===== src/rtl/alu_pkg.sv =====
// Shared ALU control codes, arbiter state encoding and the legacy-code
// canonicalisation used when a request is latched.
package alu_pkg;

  localparam logic [5:0] ALU_ADD  = 6'd16;
  localparam logic [5:0] ALU_ADDI = 6'd8;
  localparam logic [5:0] ALU_SUB  = 6'd34;
  localparam logic [5:0] ALU_AND  = 6'd36;
  localparam logic [5:0] ALU_ANDI = 6'd12;
  localparam logic [5:0] ALU_OR   = 6'd35;
  localparam logic [5:0] ALU_ORI  = 6'd13;
  localparam logic [5:0] ALU_NOR  = 6'd39;
  localparam logic [5:0] ALU_SLT  = 6'd42;
  localparam logic [5:0] ALU_SLTI = 6'd10;
  localparam logic [5:0] ALU_BEQ  = 6'd4;
  localparam logic [5:0] ALU_BNE  = 6'd5;

  typedef enum logic [1:0] {
    S_IDLE = 2'd0,
    S_EXEC = 2'd1,
    S_RESP = 2'd2
  } state_t;

  typedef struct packed {
    logic [5:0] code;
    logic       illegal;
  } canon_t;

  // Immediate forms collapse onto their register forms; unknown codes become 0.
  function automatic canon_t canon_ctl(input logic [5:0] ctl);
    canon_t c;
    c.code    = ctl;
    c.illegal = 1'b0;
    case (ctl)
      ALU_ADDI: c.code = ALU_ADD;
      ALU_SLTI: c.code = ALU_SLT;
      ALU_ANDI: c.code = ALU_AND;
      ALU_ORI:  c.code = ALU_OR;
      ALU_ADD, ALU_SUB, ALU_AND, ALU_OR,
      ALU_NOR, ALU_SLT, ALU_BEQ, ALU_BNE: c.code = ctl;
      default: begin
        c.code    = 6'd0;
        c.illegal = 1'b1;
      end
    endcase
    return c;
  endfunction

endpackage


===== src/rtl/alu_rr_arb2.sv =====
// Combinational two-way round-robin picker: on contention the port that
// did not win last time gets the grant.
module alu_rr_arb2 (
  input  logic [1:0] req,
  input  logic       last_gnt,
  output logic [1:0] gnt,
  output logic       gnt_idx
);

  always_comb begin
    gnt_idx = 1'b0;
    gnt     = 2'b00;
    if (req == 2'b11) begin
      gnt_idx = ~last_gnt;
    end else begin
      gnt_idx = req[1];
    end
    if (req != 2'b00) begin
      gnt = gnt_idx ? 2'b10 : 2'b01;
    end
  end

endmodule


===== src/rtl/alu_arbiter.sv =====
// Two-port arbiter/sequencer for the shared single-cycle alu: accept one
// request, run it for one cycle, hold the registered response for its owner.
module alu_arbiter
  import alu_pkg::*;
#(
  parameter int WIDTH = 32
) (
  input  logic             clk,
  input  logic             rst_n,
  input  logic [1:0]       req_valid,
  output logic [1:0]       req_ready,
  input  logic [5:0]       req_ctl0,
  input  logic [5:0]       req_ctl1,
  input  logic [WIDTH-1:0] req_a0,
  input  logic [WIDTH-1:0] req_a1,
  input  logic [WIDTH-1:0] req_b0,
  input  logic [WIDTH-1:0] req_b1,
  output logic [1:0]       resp_valid,
  input  logic [1:0]       resp_ready,
  output logic [WIDTH-1:0] resp_result,
  output logic             resp_zero,
  output logic             resp_overflow,
  output logic             resp_illegal,
  output logic [5:0]       alu_control,
  output logic [WIDTH-1:0] alu_read1,
  output logic [WIDTH-1:0] alu_foutput,
  input  logic [WIDTH-1:0] alu_out,
  input  logic             alu_zero,
  input  logic             alu_overflow,
  output state_t           dbg_state
);

  // Handshakes: a request transfers on a cycle where req_valid[p] and
  // req_ready[p] are both 1; a response transfers where resp_valid[p] and
  // resp_ready[p] are both 1. Valid must not depend on ready.

  state_t     state;
  logic       last_gnt;
  logic       owner;
  logic       illegal_q;
  logic [1:0] gnt;
  logic       gnt_idx;
  logic [5:0] sel_ctl;
  canon_t     sel_canon;
  logic       is_branch;

  alu_rr_arb2 u_arb (
    .req      (req_valid),
    .last_gnt (last_gnt),
    .gnt      (gnt),
    .gnt_idx  (gnt_idx)
  );

  assign req_ready = ((state == S_IDLE) && rst_n) ? gnt : 2'b00;
  assign sel_ctl   = gnt_idx ? req_ctl1 : req_ctl0;
  assign sel_canon = canon_ctl(sel_ctl);
  assign is_branch = (alu_control == ALU_BEQ) || (alu_control == ALU_BNE);
  assign dbg_state = state;

  // alu_control holds the canonical code for the whole EXEC cycle, so the
  // flag masks below key off it directly.
  always_ff @(posedge clk or negedge rst_n) begin
    if (!rst_n) begin
      state         <= S_IDLE;
      last_gnt      <= 1'b1;
      owner         <= 1'b0;
      illegal_q     <= 1'b0;
      resp_valid    <= 2'b00;
      resp_result   <= '0;
      resp_zero     <= 1'b0;
      resp_overflow <= 1'b0;
      resp_illegal  <= 1'b0;
      alu_control   <= 6'd0;
      alu_read1     <= '0;
      alu_foutput   <= '0;
    end else begin
      case (state)
        S_IDLE: begin
          if (req_ready != 2'b00) begin
            state       <= S_EXEC;
            owner       <= gnt_idx;
            last_gnt    <= gnt_idx;
            illegal_q   <= sel_canon.illegal;
            alu_control <= sel_canon.code;
            alu_read1   <= gnt_idx ? req_a1 : req_a0;
            alu_foutput <= gnt_idx ? req_b1 : req_b0;
          end
        end
        S_EXEC: begin
          state         <= S_RESP;
          resp_valid    <= owner ? 2'b10 : 2'b01;
          resp_illegal  <= illegal_q;
          resp_result   <= (illegal_q || is_branch) ? '0 : alu_out;
          resp_zero     <= is_branch & alu_zero;
          resp_overflow <= (alu_control == ALU_ADD) & alu_overflow;
          alu_control   <= 6'd0;
          alu_read1     <= '0;
          alu_foutput   <= '0;
        end
        S_RESP: begin
          if (resp_ready[owner]) begin
            state      <= S_IDLE;
            resp_valid <= 2'b00;
          end
        end
        default: state <= S_IDLE;
      endcase
    end
  end

endmodule


===== config.mk =====
export PLATFORM = sky130hd
export DESIGN_NAME = alu_arbiter
export DESIGN_NICKNAME = d
export VERILOG_FILES = /design/src/rtl/alu_pkg.sv /design/src/rtl/alu_rr_arb2.sv /design/src/rtl/alu_arbiter.sv
export SDC_FILE = /design/constraint.sdc
export NUM_CORES = 1
export LEC_CHECK = 0
export CAP_MARGIN = 10
export CELL_PAD_IN_SITES_DETAIL_PLACEMENT = 1
export CELL_PAD_IN_SITES_GLOBAL_PLACEMENT = 2
export CORE_MARGIN = 5
export CORE_UTILIZATION = 36
export CTS_CLUSTER_SIZE = 10
export DETAILED_ROUTE_END_ITERATION = 8
export DONT_BUFFER_PORTS = 1
export GPL_ROUTABILITY_DRIVEN = 0
export MAX_ROUTING_LAYER = met4
export PLACE_DENSITY_LB_ADDON = 0.1
export SLEW_MARGIN = 10
export SYNTH_ARGS = -nofsm -noshare
export SYNTH_HDL_FRONTEND = slang
export SYNTH_HIERARCHICAL = 1
export SYNTH_SLANG_ARGS = --single-unit

===== constraint.sdc =====
create_clock -name clk -period 2.5 [get_ports clk]
set_input_delay 0.5 -clock clk [delete_from_list [all_inputs] [get_ports clk]]
set_output_delay 0.5 -clock clk [all_outputs]
set_load 0.02 [all_outputs]

==> impl_metrics.toml, run 1 <==
[timing]
setup-tns-final_ns = 0
fin_crit_ns = 2.30
hold_viol = 111
rsz0062_at_grt = "false"
setup_ws_ns = 0.195
timing.final.crit_share_pct = 92.2
clock.fmax_ghz = 0.434
drv_slew = 0
whs_ns = -0.168
worst_slew_pin_slew_ns = 0.671
setup_viol_count_final = 0
relSlewSlack_pct = 55.3
fin_skew_ns = 0.00619

[run]
drv_cap = 0

[power]
p_per_area_nw_per_um2 = 1340
total_power_mw = 7.73
static-leakage-power_nw = 2.57
max-vdd-ir-drop_v = 0.000405

[final_layout]
fillers = 1588
stdcell_count = 653
seq_area_um2 = 2800
fin_nets = 644
multi_input_area_um2 = 2310
layout_common_cells = "111 x dfrtp_1, 69 x mux2i_1, 69 x o21ai_0"
final_util_pct = 39.8
area_delta_synth_final_pct = 8.89
drive_gt1_share_pct = 8.10
mostFrequentLayoutCell = "dfrtp_1"
diodes = 0

[synth]
syn_area_um2 = 5290
synth_top_area_share_pct = 52.5
synth-main-ff-cell = "dfrtp_1"
synth-seq-area-share_pct = 53.0
syn_avg_cell_area_um2 = 10.9
yosysUniqueCellTypes = 55
yosys_warnings = 6
netlist_instances = 484
synthArstFlopShare_pct = 100
synth_seq_cells = 112
syn_nets = 664
yosysTopAreaCell = "dfrtp_1"
synthTopCellsByArea = "dfrtp_1 52%, mux2i_1 13%, o21ai_0 6.5%"
synth_edf_count = 0

[drt]
drt_wl_total_um = 16400
wire_per_inst_um = 25.1
drt_iter0_drc = 198
drtAntennaViolNets = 0
post-route-drc-count = 0
viasPerCell = 5.87
dr.pass1.iters = 4
dr_total_vias = 3835

[clock_tree]
clk_latency_ns = 0.35
ctsRootBufferMaster = "clkbuf_16"
cts_buffers = 9
htreeDepth = 3
path_clk_slew_ns = 0.08
cts_buffer_depth = 2
cts_sinks = 112
cts_tree = "built"

[worst_setup_path]
crit_required_ns = 2.00
critPathLaunchType = "register"
crit_type = "reg -> out"
reg2reg_slack_ns = 0.32
end_kind = "primary output"
cp_max_fo = 9
cp_data_arrival_time_ns = 1.80
path_cells = "nor3b_1, and2_1"
critical-path-max-stage-delay_ns = 0.58
crit_slowest_cell = "dfrtp_1"

[floorplan]
die_area_um2 = 17200
fp.dieW_um = 131
die_h_um = 131
start_util_pct = 36.5
ios = 291
rows = 44
core_area_um2 = 14500

[placed_design]
dp_cells = 637
hpwl_um = 12000
numPortBuffers = 0
dp_slack_ns = 0.207

[global_routing]
antenna_found_initial = 0
grt_pass1_wl_um = 25700
grt_max_degree = 115
grtUsageTotal_pct = 19.1
grt_overflow_total = 0
grt_pass1_vias = 4191

[status]
violations = "negative hold slack"
run_status = "finished, violations left"

[worst_hold_path]
hold_class = "in -> async"
==> worst paths after layout <==
check,start,cells past startpoint,endpoint
min in group clk,alu_out[15],1,resp_result[15]
worst min-delay path,rst_n,0,alu_foutput[10]
worst max register to register,last_gnt,6,alu_control[2]
worst min register to register,last_gnt,2,last_gnt
max in group asynchronous,rst_n,0,last_gnt
worst max-delay path,dbg_state[1],2,req_ready[1]
==> timing repair <==
item,4_1_cts,5_1_grt
gates resized for setup,0,0
setup buffers,0,0
hold endpoints to repair,112,111
==> flip-flops by register name, indices dropped and copies added (netlist names) <==
register and count:
resp_illegal 1, owner 1, resp_result 32, alu_foutput 32, illegal_q 1, last_gnt 1, resp_overflow 1, alu_control 6
dbg_state 2, resp_valid 2, resp_zero 1, alu_read1 32
==> critical path: cells and delay by family, from the launching register on <==
| family | cells | cell delay, ns |
|---|---|---|
| simple gates | 2 | 0.88 |
| flops | 1 | 0.58 |
==> cell usage after synthesis (2+ instances only) <==
cell type  count
dfrtp_1      111
mux2i_1       69
o21ai_0       69
nand3_1       66
a22o_1        32
nand2_1       17
buf_2         16
clkbuf_1      10
buf_1          7
inv_1          7
a21oi_1        6
buf_4          6
nand2b_1       6
nand4_1        4
nor2_1         4
a21boi_1       3
and2_1         3
a221o_1        2
a221oi_1       2
mux2_2         2
nand3b_1       2
nor2b_1        2
nor3_1         2
nor4b_1        2
o211ai_1       2
o32ai_1        2
xnor2_1        2
==> routing by layer <==
layer,vias up,track usage (%),wire (um)
li1,1760,-,-
met1,1875,22.5,6650
met2,176,30.4,8050
met3,24,6.54,1370
met4,0,6.70,339
met5,-,-,0
==> cell families after synthesis <==
kind of cell,Yosys count,share of synthesized area (%)
buffers and inverters,47,4.28
AOI/OAI and AO/OA,136,17.2
muxes,72,13.8
xor gates and xnor gates,2,0.331
and+or+nand+nor,115,11.4
DFF,112,53.0
==> final cells by class <==
| class | instances | area share (%) |
|---|---|---|
| flip-flops and latches | 112 | 48.7 |
| multi-input cells | 325 | 40.1 |
| well taps | 184 | 4.00 |
| clock buffers | 9 | 3.91 |
| repair buffers | 9 | 1.82 |
| clock inverters | 7 | 1.09 |
| inverters | 7 | 0.456 |
==> where the power goes <==
part | switching (mW) | leakage (nW) | total [mW] | internal [mW]
clock | 0.726 | 0.133 | 1.42 | 0.699
combinational | 0.989 | 0.992 | 1.78 | 0.788
sequential | 1.85 | 1.45 | 4.53 | 2.68
total | 3.56 | 2.57 | 7.73 | 4.16
==> metrics by stage <==
stage | hold slack [ns] | cell area, um^2
floorplan | 0.204 | 5290
global placement | 0.208 | 5470
detailed placement | 0.207 | 5470
CTS | -0.186 | 5760
global route | -0.190 | 5760
finish | -0.168 | 5760
(Power assumes the default switching activity.)
==> inputs of run 2 (changes only) <==
CORE_ASPECT_RATIO = 0.6   (was default)
GPL_TIMING_DRIVEN = 0   (was default)
RECOVER_POWER = 50   (was default)
==> impl_metrics.toml, run 2 (synthesis gave the netlist of run 1 again) <==
[status]
run_status = "finished, violations left"
violations = "negative hold slack"

[final_layout]
stdcell_count = 698
fin_nets = 675
final_util_pct = 40.4
layout_common_cells = "111 x dfrtp_1, 69 x mux2i_1, 69 x o21ai_0"
reg_top3 = "alu_foutput: 32 flops, alu_read1: 32 flops, resp_result: 32 flops"
fillers = 1587
seq_area_um2 = 2800
mostFrequentLayoutCell = "dfrtp_1"
multi_input_area_um2 = 2270
diodes = 0
area_delta_synth_final_pct = 10.5
drive_gt1_share_pct = 10.0

[clock_tree]
cts_sinks = 112
clk_latency_ns = 0.35
cts_tree = "built"
cts_buffers = 9
post_cts_buffers = 0
ctsRootBufferMaster = "clkbuf_16"
htreeDepth = 3
path_clk_slew_ns = 0.08
cts_buffer_depth = 2

[drt]
viasPerCell = 5.81
wire_per_inst_um = 26.5
dr_total_vias = 4058
drt_iter0_drc = 304
post-route-drc-count = 0
dr.pass1.iters = 4
drtAntennaViolNets = 0
drt_wl_total_um = 18500

[worst_setup_path]
crit_buf_inv = 0
end_kind = "primary output"
cp_data_arrival_time_ns = 1.72
critPathTopFamily = "simple AND/OR/NAND/NOR gates"
critical-path-max-stage-delay_ns = 0.56
crit_required_ns = 2.00
crit_type = "reg -> out"
critPathLaunchType = "register"
cp_max_fo = 9
path_cells = "nor3b_1, and2_1"
crit_slowest_cell = "dfrtp_1"

[global_routing]
grt_max_degree = 115
grt_pass1_wl_um = 28000
antenna_found_initial = 0
grt_overflow_total = 0
grt_pass1_vias = 4296
grtUsageTotal_pct = 21.3

[power]
total_power_mw = 7.86
max-vdd-ir-drop_v = 0.000387
p_per_area_nw_per_um2 = 1340
static-leakage-power_nw = 2.64

[timing]
fin_crit_ns = 2.22
clock.fmax_ghz = 0.451
whs_ns = -0.160
worst_slew_pin_slew_ns = 0.674
fin_skew_ns = 0.0112
hold_viol = 111
timing.final.crit_share_pct = 88.8
drv_slew = 0
setup_viol_count_final = 0
setup-tns-final_ns = 0
relSlewSlack_pct = 54.8
rsz0062_at_grt = "false"

[floorplan]
rows = 34
ios = 291
fp.dieW_um = 167
start_util_pct = 36.6
core_area_um2 = 14500
die_area_um2 = 17300
die_h_um = 104

[placed_design]
hpwl_um = 14000
numPortBuffers = 0
dp_cells = 682

[worst_hold_path]
hold_class = "in -> async"

[run]
drv_cap = 0
run 2: cell types whose count changed in the layout (fill, tap and decap cells not counted), moves of 2 or more:
cell / change
buf_2: +16
clkbuf_1: +10
clkinvlp_4: -3
inv_6: -2
buf_1: +6
buf_12: -3
clkinv_4: +2
run 2: path summary, 6_finish.rpt:
| path | start | to | slack (ns) | cells past startpoint |
|---|---|---|---|---|
| max in group asynchronous | rst_n | alu_foutput[14] | 2.36 | 0 |
| worst max-delay path | dbg_state[1] | req_ready[0] | 0.28 | 2 |
| min in group clk | alu_out[20] | resp_result[20] | 0.28 | 1 |
| worst min-delay path | rst_n | alu_read1[15] | -0.16 | 0 |
| worst min register to register | last_gnt | last_gnt | 0.50 | 2 |
| worst max register to register | dbg_state[1] | alu_read1[12] | 0.29 | 6 |
run 2: stage by stage:
step / instance area (um^2) / setup slack [ns]
global route: 5850 / 0.0647
CTS: 5840 / 0.0431
finish: 5850 / 0.281
detailed placement: 5540 / -0.276
global placement: 5540 / -0.145
floorplan: 5290 / 0.515
run 2: what timing repair did:
| action | 4_1_cts | 5_1_grt |
|---|---|---|
| gates resized for setup | 1 | 2 |
| pin swaps | 0 | 0 |
| endpoints found under the hold margin | 112 | 112 |
| endpoints found under the setup margin | 63 | 10 |
run 2: where the power goes:
| group | switching (mW) | internal, mW |
|---|---|---|
| logic | 1.06 | 0.794 |
| registers | 1.88 | 2.68 |
| clock network | 0.737 | 0.710 |
run 2: cell type report:
type                    count  share of cell area [%]
clock inverters             7                    1.24
multi-input cells         325                    38.8
clock buffers               9                    3.85
well taps                 198                    4.24
flip-flops and latches    112                    47.9
plain buffers              40                    3.44
inverters                   7                   0.449
run 2: worst reg2reg max path: cells and delay by family, from the launching register on:
family	cells	cell delay, ns
DFF	1	0.65
and+or+nand+nor	2	0.37
buffers and inverters	3	1.04
AOI/OAI and AO/OA	1	0.10
run 2: metal layers:
layer	vias up	track usage [%]	wire [um]
met5	-	-	0
met4	0	2.98	111
met3	8	8.13	1660
met2	193	32.8	8670
met1	2045	27.6	8070
li1	1812	-	-
